**config.mk**
```make
export PLATFORM = sky130hd
export DESIGN_NAME = seven_seg_mux_ctrl
export DESIGN_NICKNAME = d
export VERILOG_FILES = /design/src/rtl/seven_seg_mux_ctrl.sv
export SDC_FILE = /design/constraint.sdc
export NUM_CORES = 1
export LEC_CHECK = 0
export CORE_ASPECT_RATIO = 0.9
export CORE_MARGIN = 10
export CORE_UTILIZATION = 50
export DETAILED_ROUTE_END_ITERATION = 10
export PLACE_DENSITY = 0.81
export SLEW_MARGIN = 20
export SYNTH_ARGS = -nofsm -noshare
export SYNTH_HDL_FRONTEND = slang
export SYNTH_SLANG_ARGS = --single-unit
```
**constraint.sdc**
```tcl
create_clock -name CLK -period 3.3 [get_ports CLK]
set_input_delay 0.66 -clock CLK [delete_from_list [all_inputs] [get_ports CLK]]
set_output_delay 0.66 -clock CLK [all_outputs]
set_load 0.01 [all_outputs]
```
**src/rtl/seven_seg_mux_ctrl.sv**
```systemverilog
// Bus-mapped multiplexed seven-segment controller: per-digit value registers, a control
// register (enable + 16-level brightness), a tick-prescaled scan/PWM engine and registered outputs.
module seven_seg_mux_ctrl #(
    parameter int unsigned NUM_DIGITS = 4,
    parameter logic [7:0]  BASE_ADDR  = 8'hD0,
    parameter int unsigned TICK_DIV   = 2500,
    parameter logic [7:0]  CTRL_RST   = 8'hF1
) (
    input  logic                  CLK,
    input  logic                  RESET,
    input  logic                  BUS_WE,
    input  logic [7:0]            BUS_ADDR,
    input  logic [7:0]            BUS_DATA,
    output logic [NUM_DIGITS-1:0] SEL,
    output logic [7:0]            DIGIT
);

    localparam int unsigned DW = (NUM_DIGITS > 1) ? $clog2(NUM_DIGITS) : 1;
    localparam int unsigned PW = (TICK_DIV > 1) ? $clog2(TICK_DIV) : 1;

    typedef enum logic [0:0] {
        ST_IDLE = 1'b0,
        ST_SCAN = 1'b1
    } state_t;

    // Active-low a..g pattern for one hex nibble, returned as [6:0] = g..a.
    function automatic logic [6:0] seg_decode(input logic [3:0] nib);
        logic [6:0] seg;
        case (nib)
            4'h0:    seg = 7'h40;
            4'h1:    seg = 7'h79;
            4'h2:    seg = 7'h24;
            4'h3:    seg = 7'h30;
            4'h4:    seg = 7'h19;
            4'h5:    seg = 7'h12;
            4'h6:    seg = 7'h02;
            4'h7:    seg = 7'h78;
            4'h8:    seg = 7'h00;
            4'h9:    seg = 7'h10;
            4'hA:    seg = 7'h08;
            4'hB:    seg = 7'h03;
            4'hC:    seg = 7'h46;
            4'hD:    seg = 7'h21;
            4'hE:    seg = 7'h06;
            4'hF:    seg = 7'h0E;
            default: seg = 7'h7F;
        endcase
        return seg;
    endfunction

    state_t          state_r, state_s;
    logic [PW-1:0]   presc_r, presc_s;
    logic [3:0]      t_cnt_r, t_cnt_s;
    logic [DW-1:0]   dig_idx_r, dig_idx_s;
    logic [7:0]      ctrl_r;
    logic [7:0]      digit_regs_r [NUM_DIGITS];
    logic [NUM_DIGITS-1:0] sel_r, sel_s;
    logic [7:0]      digit_r, digit_s;

    logic            run_s;
    logic            tick_s;
    logic [8:0]      addr_off_s;
    logic            wr_en_s;
    logic [7:0]      cur_digit_s;
    logic            lit_s;
    logic            unused_bits_s;

    // Address window decode; a borrow in bit 8 means the address lies below the window.
    always_comb begin
        addr_off_s = {1'b0, BUS_ADDR} - {1'b0, BASE_ADDR};
        wr_en_s    = BUS_WE && !addr_off_s[8] && (addr_off_s[7:0] <= 8'(NUM_DIGITS));
    end

    // Scan FSM: counters only run while scanning with enable still set.
    always_comb begin
        state_s = state_r;
        run_s   = 1'b0;
        case (state_r)
            ST_IDLE: begin
                if (ctrl_r[0]) begin
                    state_s = ST_SCAN;
                end else begin
                    state_s = ST_IDLE;
                end
            end
            ST_SCAN: begin
                if (ctrl_r[0]) begin
                    state_s = ST_SCAN;
                    run_s   = 1'b1;
                end else begin
                    state_s = ST_IDLE;
                end
            end
            default: state_s = ST_IDLE;
        endcase
    end

    // Prescaler, PWM tick counter and digit index; cleared whenever not running.
    always_comb begin
        tick_s    = (presc_r == PW'(TICK_DIV - 1));
        presc_s   = {PW{1'b0}};
        t_cnt_s   = 4'd0;
        dig_idx_s = {DW{1'b0}};
        if (run_s) begin
            presc_s   = tick_s ? {PW{1'b0}} : presc_r + PW'(1);
            t_cnt_s   = tick_s ? t_cnt_r + 4'd1 : t_cnt_r;
            dig_idx_s = dig_idx_r;
            if (tick_s && (t_cnt_r == 4'd15)) begin
                dig_idx_s = (dig_idx_r == DW'(NUM_DIGITS - 1)) ? {DW{1'b0}} : dig_idx_r + DW'(1);
            end else begin
                dig_idx_s = dig_idx_r;
            end
        end else begin
            presc_s = {PW{1'b0}};
        end
    end

    // Next anode/cathode pattern; enable is checked directly so a disable darkens one cycle later.
    always_comb begin
        cur_digit_s = digit_regs_r[dig_idx_r];
        lit_s       = (state_r == ST_SCAN) && ctrl_r[0] &&
                      (t_cnt_r < ctrl_r[7:4]) && !cur_digit_s[5];
        sel_s       = {NUM_DIGITS{1'b1}};
        digit_s     = 8'hFF;
        for (int k = 0; k < NUM_DIGITS; k++) begin
            sel_s[k] = ~(lit_s && (dig_idx_r == DW'(k)));
        end
        if (lit_s) begin
            digit_s = {~cur_digit_s[4], seg_decode(cur_digit_s[3:0])};
        end else begin
            digit_s = 8'hFF;
        end
        unused_bits_s = ^{cur_digit_s[7:6], ctrl_r[3:1]};
    end

    // State, counters, bus registers and output registers.
    always_ff @(posedge CLK) begin
        if (RESET) begin
            state_r   <= ST_IDLE;
            presc_r   <= {PW{1'b0}};
            t_cnt_r   <= 4'd0;
            dig_idx_r <= {DW{1'b0}};
            ctrl_r    <= CTRL_RST;
            for (int k = 0; k < NUM_DIGITS; k++) begin
                digit_regs_r[k] <= 8'h00;
            end
            sel_r     <= {NUM_DIGITS{1'b1}};
            digit_r   <= 8'hFF;
        end else begin
            state_r   <= state_s;
            presc_r   <= presc_s;
            t_cnt_r   <= t_cnt_s;
            dig_idx_r <= dig_idx_s;
            for (int k = 0; k < NUM_DIGITS; k++) begin
                if (wr_en_s && (addr_off_s == 9'(k))) begin
                    digit_regs_r[k] <= BUS_DATA;
                end
            end
            if (wr_en_s && (addr_off_s == 9'(NUM_DIGITS))) begin
                ctrl_r <= BUS_DATA;
            end
            sel_r     <= sel_s;
            digit_r   <= digit_s;
        end
    end

    assign SEL   = sel_r;
    assign DIGIT = digit_r;

endmodule

```
; ---- After elaboration in Yosys (flattened, before gate mapping)
; Memory sizes are Yosys's and may differ from the RTL's. A register that Yosys moved wholly into a read port is not among the register bits.
; Cells that the tools add are included.
[word_totals]
register_bits = 39
mem_bits_rw = 32
rom_bits = 112
in_bits = 19
output_inout_bits = 12
word_cells = 80
memories = 2
[memory_table]
columns = memory, words, word_bits, rd, rd_clocked_by_memory_dff, wr, line_no
row1 = (no name shown), 16, 7, 1, 1, 0, 29  ; case (nib)
row2 = digit_regs_r, 4, 8, 1, 1, 4, 56  ; logic [7:0] digit_regs_r [NUM_DIGITS];
[classes]
n_addsub = 4
n_lt_le_gt_ge = 2
n_eq_ne = 9
muxes = 23
bitwise = 11
n_reduce_logical = 22
[ops]
columns = operator, n
row1 = $mux W8, 4
row2 = $eq A9 B2 Y1 const B, 2
row3 = $mux W1, 16
row4 = $logic_and A1 B1 Y1, 15
row5 = $add A12 B1 Y12 const B, 1
row6 = $eq A12 B12 Y1 const B, 1
row7 = $eq A9 B1 Y1 const B, 1
row8 = $eq A9 B3 Y1 const B, 1
row9 = $logic_not A9 Y1, 1
row10 = $sub A8 B8 Y9 const B, 1
row11 = $le A8 B3 Y1 const B, 1
row12 = $not A1 Y1, 7
row13 = $mux W2, 3
row14 = $add A4 B1 Y4 const B, 1
row15 = $eq A2 B2 Y1 const B, 2
row16 = $eq A4 B4 Y1 const B, 1
row17 = $lt A4 B4 Y1, 1
row18 = $or A1 B1 Y1, 4
row19 = $reduce_or A2 Y1, 2
row20 = $reduce_or A3 Y1, 1
row21 = $add A2 B1 Y2 const B, 1
row22 = $eq A2 B1 Y1 const B, 1
row23 = $logic_not A1 Y1, 2
row24 = $logic_not A2 Y1, 1

; ---- Depth between registers and ports, before layout
; Gate-level depths: netlist (run 1).
[logic_depth]
ltp_word = 9
mapped_depth = 8
ltp_nobuf = 7

; ---- Worst setup path after synthesis (run 1)
; No wires, ideal clock.
[synth_timing]
path_type = register to register
start = reg (tool-made name)
end = reg digit_r[3] (netlist: DIGIT[3])
setup_time_ns = 0.124
t_arrival_ns = 1.807
slack_ns = 1.369
stages_incl_launch_ff = 9
path_buffers = 1
path_cell_list = dfxtp_1 > buf_6 > mux4_2 > inv_1 > ha_1 > nor2_1 > a211oi_1 > a21oi_1 > nand2b_1
[synth_rtl]
columns = element, line_no
row1 = end: declaration, 58  ; logic [7:0] digit_r, digit_s;

==> impl_results.md, run 1 <==
- Pwr Total: about 1.6 mW
- Worst VDD drop: 0.000287 V
- Vias: 1953
- Crit path to: digit_regs_r[2][5]
- Post-synth EDFFs: 24
- Tightest Pin Transition: 0.586 ns
- Top post-synthesis cells by area: dfxtp_1 (26%), edfxtp_1 (24%), ha_1 (6.4%)
- Fmax: 426 MHz
- CTS Buf Count: 9
- Gr usage total: 11.6%
- Highest metal used: met4
- Critical Path Fanout Max: 6
- Top post-synthesis cells by count: dfxtp_1 (38), nor2_1 (35), edfxtp_1 (24)
- Placed Instance Area: 3300 µm²
- P_leak: 1.34 nW
- Pre-CTS WS: 0.617 ns
- Fin nets: ~340
- Startpoint types: input port
- Post-synth top area share: 25.8%
- CP Launch Point: BUS_ADDR[5]
- Hold Buf Count CTS: 0
- Gp weighted congestion: 0.860
- # resized after CTS: 0
- Dpl cells: 367
- Reg clk slew, reported paths: 0.06 ns
- Post-route minimum period: 2.34 ns
- Max-cap viol count: 0
- Die area: 9370 µm²
- Post-synthesis cell area: approximately 2900 µm²
- Met2 WL post-DR: 2140 µm
- Vias per cell: 5.10
- Final WL: 5100 µm
- DP HPWL: 3780 µm
- Setup Skew: 0.00646 ns
- Yosys reg bits: 62
- Synth Flop Type: dfxtp_1
- Post-Synthesis Cells: 273
- Fin area: between 3000 and 4000 µm²
- TritonRoute pass-1 iters: 4
- DRT antenna net count: 0
- # diodes: 0
- Starting Density: between 50% and 60%
- Period utilisation layout: a little under three quarters
- Hold Crit Class: reg2reg
- Mapped Nets: approximately 310
- Seq/Total Area, Yosys: 50.3%
- Post-synthesis cell type count: 46
- Final hold violations: 0
- Yosys top cell by area: dfxtp_1
- M1 WL: 2410 µm
- DR iter-0 viols: between 80 and 90
- Ports: 31
- Gr ovfl total: 0
- Layout cell share with drive strength beyond 1: 10.2%
- Chip Width: 101 µm
- Post-CTS Setup Bufs: 0
- Fillcell total: between 400 and 500
- Finished Layout Cells: 383
- Core box area: 5690 µm²
- YS warnings: 0
- Chip Height: a little over 90 µm
- Rel. slew slack: 60.8%
- Residual DRC: 0
- Worst setup margin: 0.955 ns
- Pwr Density: 446 nW/µm²
- Reg2reg setup slack: 1.24 ns
- Clk Tree Root Cell: clkbuf_8
- Site Rows: 26
- Outcome: finished clean
- Max Root-Sink Buffers: 2
- First-pass GRT wire length: 8700 µm
- Worst-skew pair later-pin latency: 0.34 ns
- Number of global-route vias before repair: between 1500 and 2000
- Pins over their slew limit: 0
- Min-delay src: ctrl_r[4]
- R2R cell count: 8
- Synthesized area per cell: 10.8 µm²
- CP Class: in2reg
- Setup TNS: 0 ns
- Initial antenna violation count: 0
- RSZ-0062 raised after global routing: false
- Worst Path Required: 3.50 ns
- Area growth syn-to-layout: 18.3%
- Drt wl/cell: 13.3 µm
- Final setup viols: 0
- Worst r2r dst: DIGIT[0]
- Final hold slack: 0.465 ns
- CTS tree: built
- Critical path arrival: about 2.6 ns
- Finished Core Util: 61.3%
- Clk sinks: 62
- Post-synth ARST share: 0%
- Wire length on met3: 421 µm
- Depth of the CTS H-tree: 3
- Crit end category: flip-flop
- PortBufs: 30
- Largest net degree at the start of global routing: 13
- Most frequent cell after synthesis: dfxtp_1
## routing by layer
layer  vias to the layer above  global-route usage (%)
met5                         -                       0
met4                         0                    7.19
met3                        10                    5.20
met2                        52                    16.5
met1                       871                    14.1
li1                       1020                       -
## cells by family (layout without fill, tap and decap cells)
kind of cell | after synthesis | after routing | synth area share (%)
DFF | 62 | 62 | 50.3
buffers and inverters | 24 | 64 | 3.95
AOI/OAI and AO/OA | 24 | 24 | 6.11
adders and majority gates | 15 | 15 | 6.37
xor gates and xnor gates | 15 | 15 | 4.46
and+or+nand+nor | 114 | 114 | 20.2
muxes | 19 | 19 | 8.70
## worst min-delay path by stage
stage	end	slack, ns	depth (start not counted)
6_report	ctrl_r[4]	0.47	1
5_1_grt	ctrl_r[4]	0.48	1
4_1_cts	ctrl_r[0]	0.46	1
3_5_place_dp	ctrl_r[0]	0.45	1
3_3_place_gp	ctrl_r[0]	0.44	1
2_1_floorplan	ctrl_r[0]	0.43	1
## layout by cell type (no fill, tap or decap), types with 3 or more instances in the layout
cell type	synthesis	layout
mux4_2	3	3
nand3_1	9	9
nor3_1	6	6
xnor2_1	8	8
dfxtp_1	38	38
a21oi_1	5	5
xor2_1	7	7
ha_1	15	15
a211o_1	7	7
nor2_1	35	35
clkdlybuf4s50_1	0	30
nand2_1	20	20
buf_4	2	3
clkinv_1	0	3
and2_1	22	22
mux2i_1	10	10
edfxtp_1	24	24
inv_1	15	15
clkbuf_8	0	9
mux2_2	3	3
## final cells by class
type,count,area (µm²),share of cell area [%]
tap,70,87.6,2.51
clock buffer,9,124,3.55
inverter,15,56.3,1.61
clock inverter,7,65.1,1.87
multi-input combinational,187,1350,38.7
timing repair buffer,33,323,9.26
sequential,62,1480,42.5
## registers in the layout, indices dropped and copies added, names as in the netlist, named ones only
register	cells
SEL	4
t_cnt_r	4
ctrl_r	5
DIGIT	8
state_r	1
dig_idx_r	2
presc_r	12
digit_regs_r	24
## power breakdown
| part | switching, mW | leakage (nW) | internal (mW) | total [mW] |
|---|---|---|---|---|
| logic | 0.0544 | 0.715 | 0.0543 | 0.109 |
| registers | 0.00727 | 0.536 | 0.815 | 0.822 |
| clock network | 0.285 | 0.0880 | 0.341 | 0.626 |
## critical path, stage by stage
cell	delay, ns
clkdlybuf4s50_1	0.41
nand4bb_1	0.22
nor3_2	0.29
nand2b_1	0.20
nor3b_1	0.55
and2_1	0.21
No activity file was read; power rests on OpenSTA's default activity.
==> run 2, diff against run 1 <==
PLACE_DENSITY = 0.84   (was 0.81)
clock period = 2.1 ns   (was 3.3 ns; I/O delays follow)
==> impl_results.md, run 2 (synthesized netlist as in run 1, its figures left out) <==
- Vias per cell: 5.16
- Most frequent cells in the layout: dfxtp_1 (37), nor2_1 (35), clkdlybuf4s50_1 (30), edfxtp_1 (24), and2_1 (22)
- Pwr Density: 692 nW/µm²
- Final setup viols: 0
- Crit end category: flip-flop
- Reg clk slew, reported paths: 0.07 ns
- Site Rows: 26
- Gr usage total: approximately an eighth
- Max-cap viol count: 0
- Layout cell share with drive strength beyond 1: about 15%
- CP Buf/Inv Count: 1
- Max FFs per register: 24
- Initial antenna violation count: 0
- Fmax: 512 MHz
- Setup TNS: 0 ns
- Cell family with most CP delay: multiplexers
- Clk sinks: 62
- Final hold violations: 0
- Tightest Pin Transition: 0.417 ns
- Critical Path Stages: 7
- First-pass GRT wire length: 9590 µm
- Pins over their slew limit: 0
- Worst Path Required: 2.32 ns
- Dpl cells: roughly 380
- CP peak stage delay: 0.60 ns
- Worst-skew pair later-pin latency: 0.33 ns
- Depth of the CTS H-tree: 3
- DR iter-0 viols: 85
- Number of global-route vias before repair: slightly above 2000
- CP Class: reg2reg
- Max Root-Sink Buffers: 2
- Worst r2r dst: DIGIT[3]
- Gr ovfl total: 0
- Ports: 31
- Footprint of the multi-input gates: 1350 µm²
- PortBufs: 30
- Post-CTS Setup Bufs: 0
- Period utilisation layout: 93.1%
- DP HPWL: 4160 µm
- Fin nets: 356
- Post-route minimum period: 1.95 ns
- Startpoint types: flip-flop
- Gp weighted congestion: between 0.8 and 0.9
- Final WL: 5600 µm
- CTS tree: built
- Drt wl/cell: 14.1 µm
- Die area: approximately 9400 µm²
- Finished Layout Cells: 397
- Residual DRC: 0
- Largest net degree at the start of global routing: 13
- Crit path to: DIGIT[3]
- Setup Skew: 0.00686 ns
- Final hold slack: 0.455 ns
- Starting Density: 51.8%
- Clk Tree Root Cell: clkbuf_8
- Cell Chain, Critical Path: mux4_2 > inv_1 > ha_1 > nor2_1 > a211oi_1 > a21oi_1 > nand2b_1
- Worst VDD drop: 0.000624 V
- Fillcell total: 450
- R2R cell count: 7
- Storage cell area: 1480 µm²
- Reg2reg setup slack: about 0.15 ns
- Chip Height: 92.8 µm
- TritonRoute pass-1 iters: 4
- DRT antenna net count: 0
- P_leak: 1.42 nW
- Crit path max-delay cell type: mux4_2
- Vias: 2047
- Core box area: 5690 µm²
- Critical Path Fanout Max: 6
- Commonest non-fill, non-tap cell in the layout: dfxtp_1
- Critical path arrival: 2.17 ns
- Chip Width: 101 µm
- Finished Core Util: 63.2%
- Top reg by flops: digit_regs_r
- Hold Crit Class: reg2reg
- Rel. slew slack: 72.0%
- Pwr Total: 2.49 mW
- CTS Buf Count: 9
- Area growth syn-to-layout: 22.0%
- Outcome: finished clean
- RSZ-0062 raised after global routing: false
- # diodes: 0
-- run 2: changes by cell type in the layout (fill, tap and decap cells not counted), moves of 2 or more --
cell,change
clkinv_1,-3
buf_4,+14
clkbuf_1,+2
clkinvlp_4,-2
clkinv_2,+2
-- run 2: how the worst min path moves through the flow --
stage / end / startpoint / slack (ns) / depth (start not counted)
2_1_floorplan: ctrl_r[0] / ctrl_r[0] / 0.43 / 1
5_1_grt: ctrl_r[4] / ctrl_r[4] / 0.48 / 1
3_3_place_gp: ctrl_r[0] / ctrl_r[0] / 0.44 / 1
6_report: ctrl_r[4] / ctrl_r[4] / 0.45 / 1
4_1_cts: ctrl_r[4] / ctrl_r[4] / 0.46 / 1
3_5_place_dp: ctrl_r[4] / ctrl_r[4] / 0.44 / 1
-- run 2: what timing repair did --
action / 4_1_cts / 5_1_grt
hold buffers: 0 / 0
setup endpoints to repair: 0 / 1
hold endpoints to repair: 0 / 0
resized for setup: 0 / 1
-- run 2: metrics by stage --
| step | area (µm²) | setup slack [ns] |
|---|---|---|
| final | 3600 | 0.146 |
| after global routing | 3600 | 0.0563 |
| after CTS | 3590 | 0.0918 |
| after detailed placement | 3400 | -0.0274 |
| after global placement | 3400 | 0.0314 |
| after floorplan | 2950 | 0.169 |
-- run 2: routing by layer --
| metal | track usage, % | vias up | part of all wire (%) |
|---|---|---|---|
| met4 | 4.87 | 0 | 1.6 |
| met5 | 0 | - | 0 |
| met2 | 20.5 | 44 | 46 |
| met1 | 14.7 | 949 | 46 |
| met3 | 5.13 | 9 | 6.1 |
| li1 | - | 1045 | - |
-- run 2: power by group --
part | internal [mW] | switching, mW | total [mW]
combinational | 0.0941 | 0.0909 | 0.185
sequential | 1.28 | 0.0131 | 1.29
clock | 0.578 | 0.430 | 1.01
total | 1.95 | 0.534 | 2.49
-- run 2: worst register-to-register path: stages (launching register included) --
cell and delay [ns]:
dfxtp_2 0.38, mux4_2 0.61, inv_1 0.15, ha_1 0.16
nor2_1 0.05, a211oi_1 0.27, a21oi_1 0.07, nand2b_1 0.16
-- run 2: layout make-up --
cell class / instances / area share (%)
Tap cell: 70 / 2.44
Timing Repair Buffer: 47 / 11.9
Clock buffer: 12 / 4.04
Clock inverter: 4 / 1.29
Sequential cell: 62 / 41.2
Inverter: 15 / 1.57
Multi-Input combinational cell: 187 / 37.5
